$ cat src/rtl/ysyx_23060221_pkg.sv
// Shared definitions for the write-back unit: write-back source codes, FSM state
// encoding and the write-value selector.
package ysyx_23060221_pkg;

    localparam logic [1:0] WB_ALU  = 2'b00;
    localparam logic [1:0] WB_LOAD = 2'b01;
    localparam logic [1:0] WB_PC4  = 2'b10;
    localparam logic [1:0] WB_CSR  = 2'b11;

    typedef enum logic [1:0] {
        ST_IDLE   = 2'b00,
        ST_WRITE  = 2'b01,
        ST_NOTIFY = 2'b10
    } wbu_state_t;

    // pc + 4 wraps naturally in 32 bits.
    function automatic logic [31:0] wb_select(
        input logic [1:0]  sel,
        input logic [31:0] res,
        input logic [31:0] ldata,
        input logic [31:0] pc,
        input logic [31:0] csrdata
    );
        logic [31:0] value;
        case (sel)
            WB_ALU:  value = res;
            WB_LOAD: value = ldata;
            WB_PC4:  value = pc + 32'd4;
            WB_CSR:  value = csrdata;
            default: value = res;
        endcase
        return value;
    endfunction

endpackage

$ cat src/rtl/ysyx_23060221_regfile.sv
// Integer register file: one synchronous write port, two combinational read
// ports, x0 hardwired to zero, asynchronous active-low clear of all entries.
module ysyx_23060221_regfile #(
    parameter int NR_REG = 16,
    localparam int RW = $clog2(NR_REG)
) (
    input  logic          clk,
    input  logic          rst,
    input  logic          we,
    input  logic [RW-1:0] waddr,
    input  logic [31:0]   wdata,
    input  logic [RW-1:0] raddr1,
    input  logic [RW-1:0] raddr2,
    output logic [31:0]   rdata1,
    output logic [31:0]   rdata2
);

    logic [31:0] regs_reg [NR_REG];

    generate
        for (genvar gi = 0; gi < NR_REG; gi++) begin : g_reg
            localparam logic [RW-1:0] IDX = RW'(gi);
            // Entry 0 never matches the write condition, so it stays at its reset value.
            always_ff @(posedge clk or negedge rst) begin
                if (!rst) begin
                    regs_reg[gi] <= '0;
                end else if (we && (waddr == IDX) && (IDX != '0)) begin
                    regs_reg[gi] <= wdata;
                end
            end
        end
    endgenerate

    assign rdata1 = (raddr1 == '0) ? 32'h0 : regs_reg[raddr1];
    assign rdata2 = (raddr2 == '0) ? 32'h0 : regs_reg[raddr2];

endmodule

$ cat src/rtl/ysyx_23060221_wbu.sv
// Write-back unit: captures one retiring instruction from the LSU, commits it to
// the register file, then offers the next PC to the IFU. Optional instret
// counter enabled by defining YSYX_23060221_INSTRET_EN.
module ysyx_23060221_wbu
    import ysyx_23060221_pkg::*;
#(
    parameter int NR_REG = 16,
    localparam int RW = $clog2(NR_REG)
) (
    input  logic          clk,
    input  logic          rst,
    input  logic          LSU_valid,
    output logic          WBU_ready,
    input  logic [31:0]   in_pc,
    input  logic [31:0]   in_dnpc,
    input  logic [31:0]   in_res,
    input  logic [31:0]   in_ldata,
    input  logic [31:0]   in_csrdata,
    input  logic [RW-1:0] in_rd,
    input  logic          in_rfwen,
    input  logic [1:0]    in_wbsel,
    output logic          WBU_valid,
    input  logic          IFU_ready,
    output logic [31:0]   next_pc,
    input  logic [RW-1:0] raddr1,
    input  logic [RW-1:0] raddr2,
    output logic [31:0]   rdata1,
    output logic [31:0]   rdata2
`ifdef YSYX_23060221_INSTRET_EN
    ,
    output logic [63:0]   instret
`endif
);

    wbu_state_t    state_reg;
    logic          ready_reg;
    logic          valid_reg;
    logic [31:0]   next_pc_reg;
    logic [31:0]   wdata_reg;
    logic [RW-1:0] rd_reg;
    logic          rfwen_reg;
    logic [31:0]   wdata_next;

    // The PC only matters through pc+4, so it is folded into the captured value.
    assign wdata_next = wb_select(in_wbsel, in_res, in_ldata, in_pc, in_csrdata);

    always_ff @(posedge clk or negedge rst) begin
        if (!rst) begin
            state_reg   <= ST_IDLE;
            ready_reg   <= 1'b1;
            valid_reg   <= 1'b0;
            next_pc_reg <= '0;
            wdata_reg   <= '0;
            rd_reg      <= '0;
            rfwen_reg   <= 1'b0;
        end else begin
            case (state_reg)
                ST_IDLE: begin
                    if (LSU_valid && ready_reg) begin
                        next_pc_reg <= in_dnpc;
                        wdata_reg   <= wdata_next;
                        rd_reg      <= in_rd;
                        rfwen_reg   <= in_rfwen;
                        ready_reg   <= 1'b0;
                        state_reg   <= ST_WRITE;
                    end
                end
                ST_WRITE: begin
                    valid_reg <= 1'b1;
                    state_reg <= ST_NOTIFY;
                end
                ST_NOTIFY: begin
                    if (IFU_ready) begin
                        valid_reg <= 1'b0;
                        ready_reg <= 1'b1;
                        state_reg <= ST_IDLE;
                    end
                end
                default: begin
                    valid_reg <= 1'b0;
                    ready_reg <= 1'b1;
                    state_reg <= ST_IDLE;
                end
            endcase
        end
    end

    assign WBU_ready = ready_reg;
    assign WBU_valid = valid_reg;
    assign next_pc   = next_pc_reg;

    ysyx_23060221_regfile #(
        .NR_REG (NR_REG)
    ) u_regfile (
        .clk    (clk),
        .rst    (rst),
        .we     ((state_reg == ST_WRITE) && rfwen_reg),
        .waddr  (rd_reg),
        .wdata  (wdata_reg),
        .raddr1 (raddr1),
        .raddr2 (raddr2),
        .rdata1 (rdata1),
        .rdata2 (rdata2)
    );

`ifdef YSYX_23060221_INSTRET_EN
    logic [63:0] instret_reg;

    always_ff @(posedge clk or negedge rst) begin
        if (!rst) begin
            instret_reg <= '0;
        end else if ((state_reg == ST_NOTIFY) && IFU_ready) begin
            instret_reg <= instret_reg + 64'd1;
        end
    end

    assign instret = instret_reg;
`endif

endmodule

$ cat config.mk
export PLATFORM = sky130hd
export DESIGN_NAME = ysyx_23060221_wbu
export DESIGN_NICKNAME = d
export VERILOG_FILES = /design/src/rtl/ysyx_23060221_pkg.sv /design/src/rtl/ysyx_23060221_regfile.sv /design/src/rtl/ysyx_23060221_wbu.sv
export SDC_FILE = /design/constraint.sdc
export NUM_CORES = 1
export LEC_CHECK = 0
export CAP_MARGIN = 20
export CORE_UTILIZATION = 35
export DETAILED_ROUTE_END_ITERATION = 6
export DONT_BUFFER_PORTS = 1
export PLACE_DENSITY_LB_ADDON = 0.25
export SLEW_MARGIN = 10
export SYNTH_ARGS = -nofsm -noshare
export SYNTH_HDL_FRONTEND = slang
export SYNTH_SLANG_ARGS = --single-unit
$ cat constraint.sdc
create_clock -name clk -period 2.15 [get_ports clk]
set_input_delay 0.215 -clock clk [delete_from_list [all_inputs] [get_ports clk]]
set_output_delay 0.215 -clock clk [all_outputs]
set_load 0.05 [all_outputs]
==> flow_summary.ini <==
[place]
globalplace.congestion = 0.871
numPortBuffers = 0
place_area_sq_um = 32000
detailed_place_hpwl_mm = 57.0

[global_routing]
grt-ovfl-total = 0
grt_pass1_wl_mm = 146
grt_usage_pct = 22.3
grt_pass1_vias = 22700
antenna_found_initial = 9
grt_max_degree = 554

[layout]
n_fill_cell = 7742
final_cell_mix = 550 x dfrtp_1, 531 x mux2_2, 198 x mux4_2, 161 x nand2_1, 129 x dlygate4sd3_1
final_util_pct = 43.6
fin_nets = 2584
seqCellArea_sq_um = 13800
finalInstanceArea_sq_um = 37100
final_layout_size_suffix_gt1_share_pct = 49.0
final_common_cell = dfrtp_1
multi_input_area_sq_um = 16400
largest_reg_flops = 480
syn_to_final_growth_pct = 23.4

[power_and_ir_drop]
clockPowerShare_pct = 50.4
power_frac_seq_pct = 45.8
power_density_nw_per_um2 = 612
swShare_pct = 21.1
p_int_uw = 17900
ir_drop_mv = 0.574
p_sw_uw = 4800
p_comb_share_pct = 3.8
p_leak_uw = 0.0170

[status]
failed_checks = negative hold slack, negative setup slack
run_status = complete, but fails checks

[yosys]
synth_edf_count = 0
syn_inst = 2276
netlist_area_sq_um = 30100
synth_top_area_cell = dfrtp_1
synth_top_area_share_pct = 45.9
synth_cell_types = 57
yosys-top-cells-area = dfrtp_1 46%, mux2_2 22%, mux4_2 15%
yosysWarnings = 32
ys.flop_type = dfrtp_1
synth_seq_area_share_pct = 46.0
syn-num-nets = 2456
async_flop_share_pct = 100
synth.avg_cell_area_sq_um = 13.2
ys_ff_latch = 553

[clock_network]
root_buffer = clkbuf_16
numCtsBuffers = 60
cts_tree = yes
clk_pin_slew_worst_paths_ns = 0.06
htree_levels = 2
clock_sinks = 553
clock_latency_ns = 0.64
ctsHoldBuffers = 132
clockBufferDepth = 3

[sta]
setup_tns_ns = -11.02
layout_min_cycle_time_ns = 2.46
setup_viol = 64
period_share_pct = 114
rsz0062_at_grt = yes
finalMaxSlewViolations = 0
fin_skew_ns = 0.0169
finalHoldViolations = 553
clock.fmax_ghz = 0.406
worst_slack_ns = -0.311
tightestPinTransition_ns = 1.45
relSlewSlack_pct = 3.51
hold_slack_ns = -0.683

[die]
die-area_sq_um = 87100
die_w_microns = 295
core-area_sq_um = 85100
ios = 277
fp.dieH_microns = 295
start_util_pct = 35.3
rows = 107

[routing]
wl_met2_mm = 47.0
via_count = 20700
drc_errors = 0
ant_nets = 0
maxUsedRoutingLayer = met5
viasPerCell = 5.74
firstDrtPassIters = 5
wl_met3_mm = 5.32
dr.first_iter.drc_count = 1255
drt-met1-wl_mm = 41.7
wl_mm = 97.4
routedWlPerCell_microns = 27.0

[worst_setup_path]
cp.required_ns = 1.93
endpoint_kind = output port
cp-start-kind = register
worstPathMaxFanout = 2
crit_type = reg2out
arrival_ns = 2.25

[worst_hold_path]
hp-class = in2async

[run]
cap_violations = 0
cell type report:
cell class | instances | share of cell area [%]
tap | 1144 | 3.85
timing repair buffer | 275 | 8.71
multi-input combinational | 1510 | 44.2
sequential | 553 | 37.3
antenna | 7 | 0.0472
clock buffer | 80 | 4.71
clock inverter | 31 | 1.19
inverter | 4 | 0.0539
path summary, 6_finish.rpt:
| check | start | endpoint | slack (ns) | cells past startpoint |
|---|---|---|---|---|
| worst max-delay path | u_regfile.regs_reg[142]$_DFFE_PN0P_ | rdata2[14] | -0.31 | 6 |
| worst min-delay path | rst | u_regfile.regs_reg[478]$_DFFE_PN0P_ | -0.68 | 0 |
| worst max register to register | state_reg[0]$_DFFE_PN0P_ | wdata_reg[25]$_DFFE_PN0P_ | 0.10 | 7 |
| worst min register to register | u_regfile.regs_reg[93]$_DFFE_PN0P_ | u_regfile.regs_reg[93]$_DFFE_PN0P_ | 0.51 | 1 |
| max in group asynchronous | rst | u_regfile.regs_reg[41]$_DFFE_PN0P_ | 1.65 | 0 |
| min in group clk | in_wbsel[0] | wdata_reg[2]$_DFFE_PN0P_ | 0.02 | 3 |
logic make-up (layout without fill, tap and decap cells):
logic type / Yosys count / in the layout / share of synthesized area (%)
AOI/OAI and AO/OA: 265 / 265 / 5.36
and+or+nand+nor: 388 / 388 / 5.82
xor gates and xnor gates: 24 / 24 / 0.699
other: 0 / 7 / 0
adders and majority gates: 1 / 1 / 0.0416
buffers and inverters: 213 / 390 / 3.64
muxes: 832 / 832 / 38.4
DFF: 553 / 553 / 46.0
power groups by stage:
stage               Combinational [uW]  Clock, uW  Sequential [uW]
global route                       878      12100            10400
finish                             852      11500            10400
floorplan                          718          0            10600
global placement                   555          0            10600
detailed placement                 557          0            10600
CTS                                820      11700            10400
per-layer routing:
metal | track usage, % | up-vias
li1 | - | 8773
met1 | 29.2 | 11100
met2 | 37.2 | 670
met3 | 3.91 | 176
met4 | 7.80 | 2
met5 | 0 | -
cells in the mapped netlist, types with 10 or more instances:
| cell | instances |
|---|---|
| nand2_1 | 223 |
| mux2i_1 | 25 |
| nor2b_1 | 14 |
| mux2_2 | 587 |
| nand3_1 | 15 |
| o21ai_0 | 35 |
| o221ai_1 | 10 |
| o21ai_1 | 50 |
| xor2_1 | 18 |
| a21oi_1 | 72 |
| mux2_1 | 22 |
| nor2_1 | 79 |
| mux4_2 | 198 |
| buf_6 | 19 |
| buf_1 | 13 |
| a22oi_1 | 58 |
| dfrtp_1 | 552 |
| clkbuf_1 | 90 |
| buf_2 | 77 |
worst max-delay path, stage by stage (launching register included):
cell	delay, ns
dfrtp_1	0.38
buf_6	0.12
mux4_2	0.48
mux2_4	0.31
nand2_4	0.08
o21ai_4	0.08
buf_12	0.16
stage by stage:
| step | total power (uW) | setup WS (ns) | instances | hold WS [ns] |
|---|---|---|---|---|
| final | 22700 | -0.311 | 3604 | -0.683 |
| after global placement | 11200 | 0.225 | 3328 | 0.0107 |
| after global routing | 23400 | -0.351 | 3604 | -0.718 |
| after detailed placement | 11200 | 0.166 | 3328 | 0.0104 |
| after CTS | 22900 | -0.323 | 3579 | -0.665 |
| after floorplan | 11300 | -0.00440 | 2276 | -0.0806 |
timing repair:
item                       in CTS  in global routing
setup endpoints to repair      64                 69
resized for setup             186                143
pin swaps                      37                 41
setup buffers                  10                 20
gates cloned                    0                  2
hold endpoints to repair      625                553
Note: power is estimated with default switching activity, not from simulation.
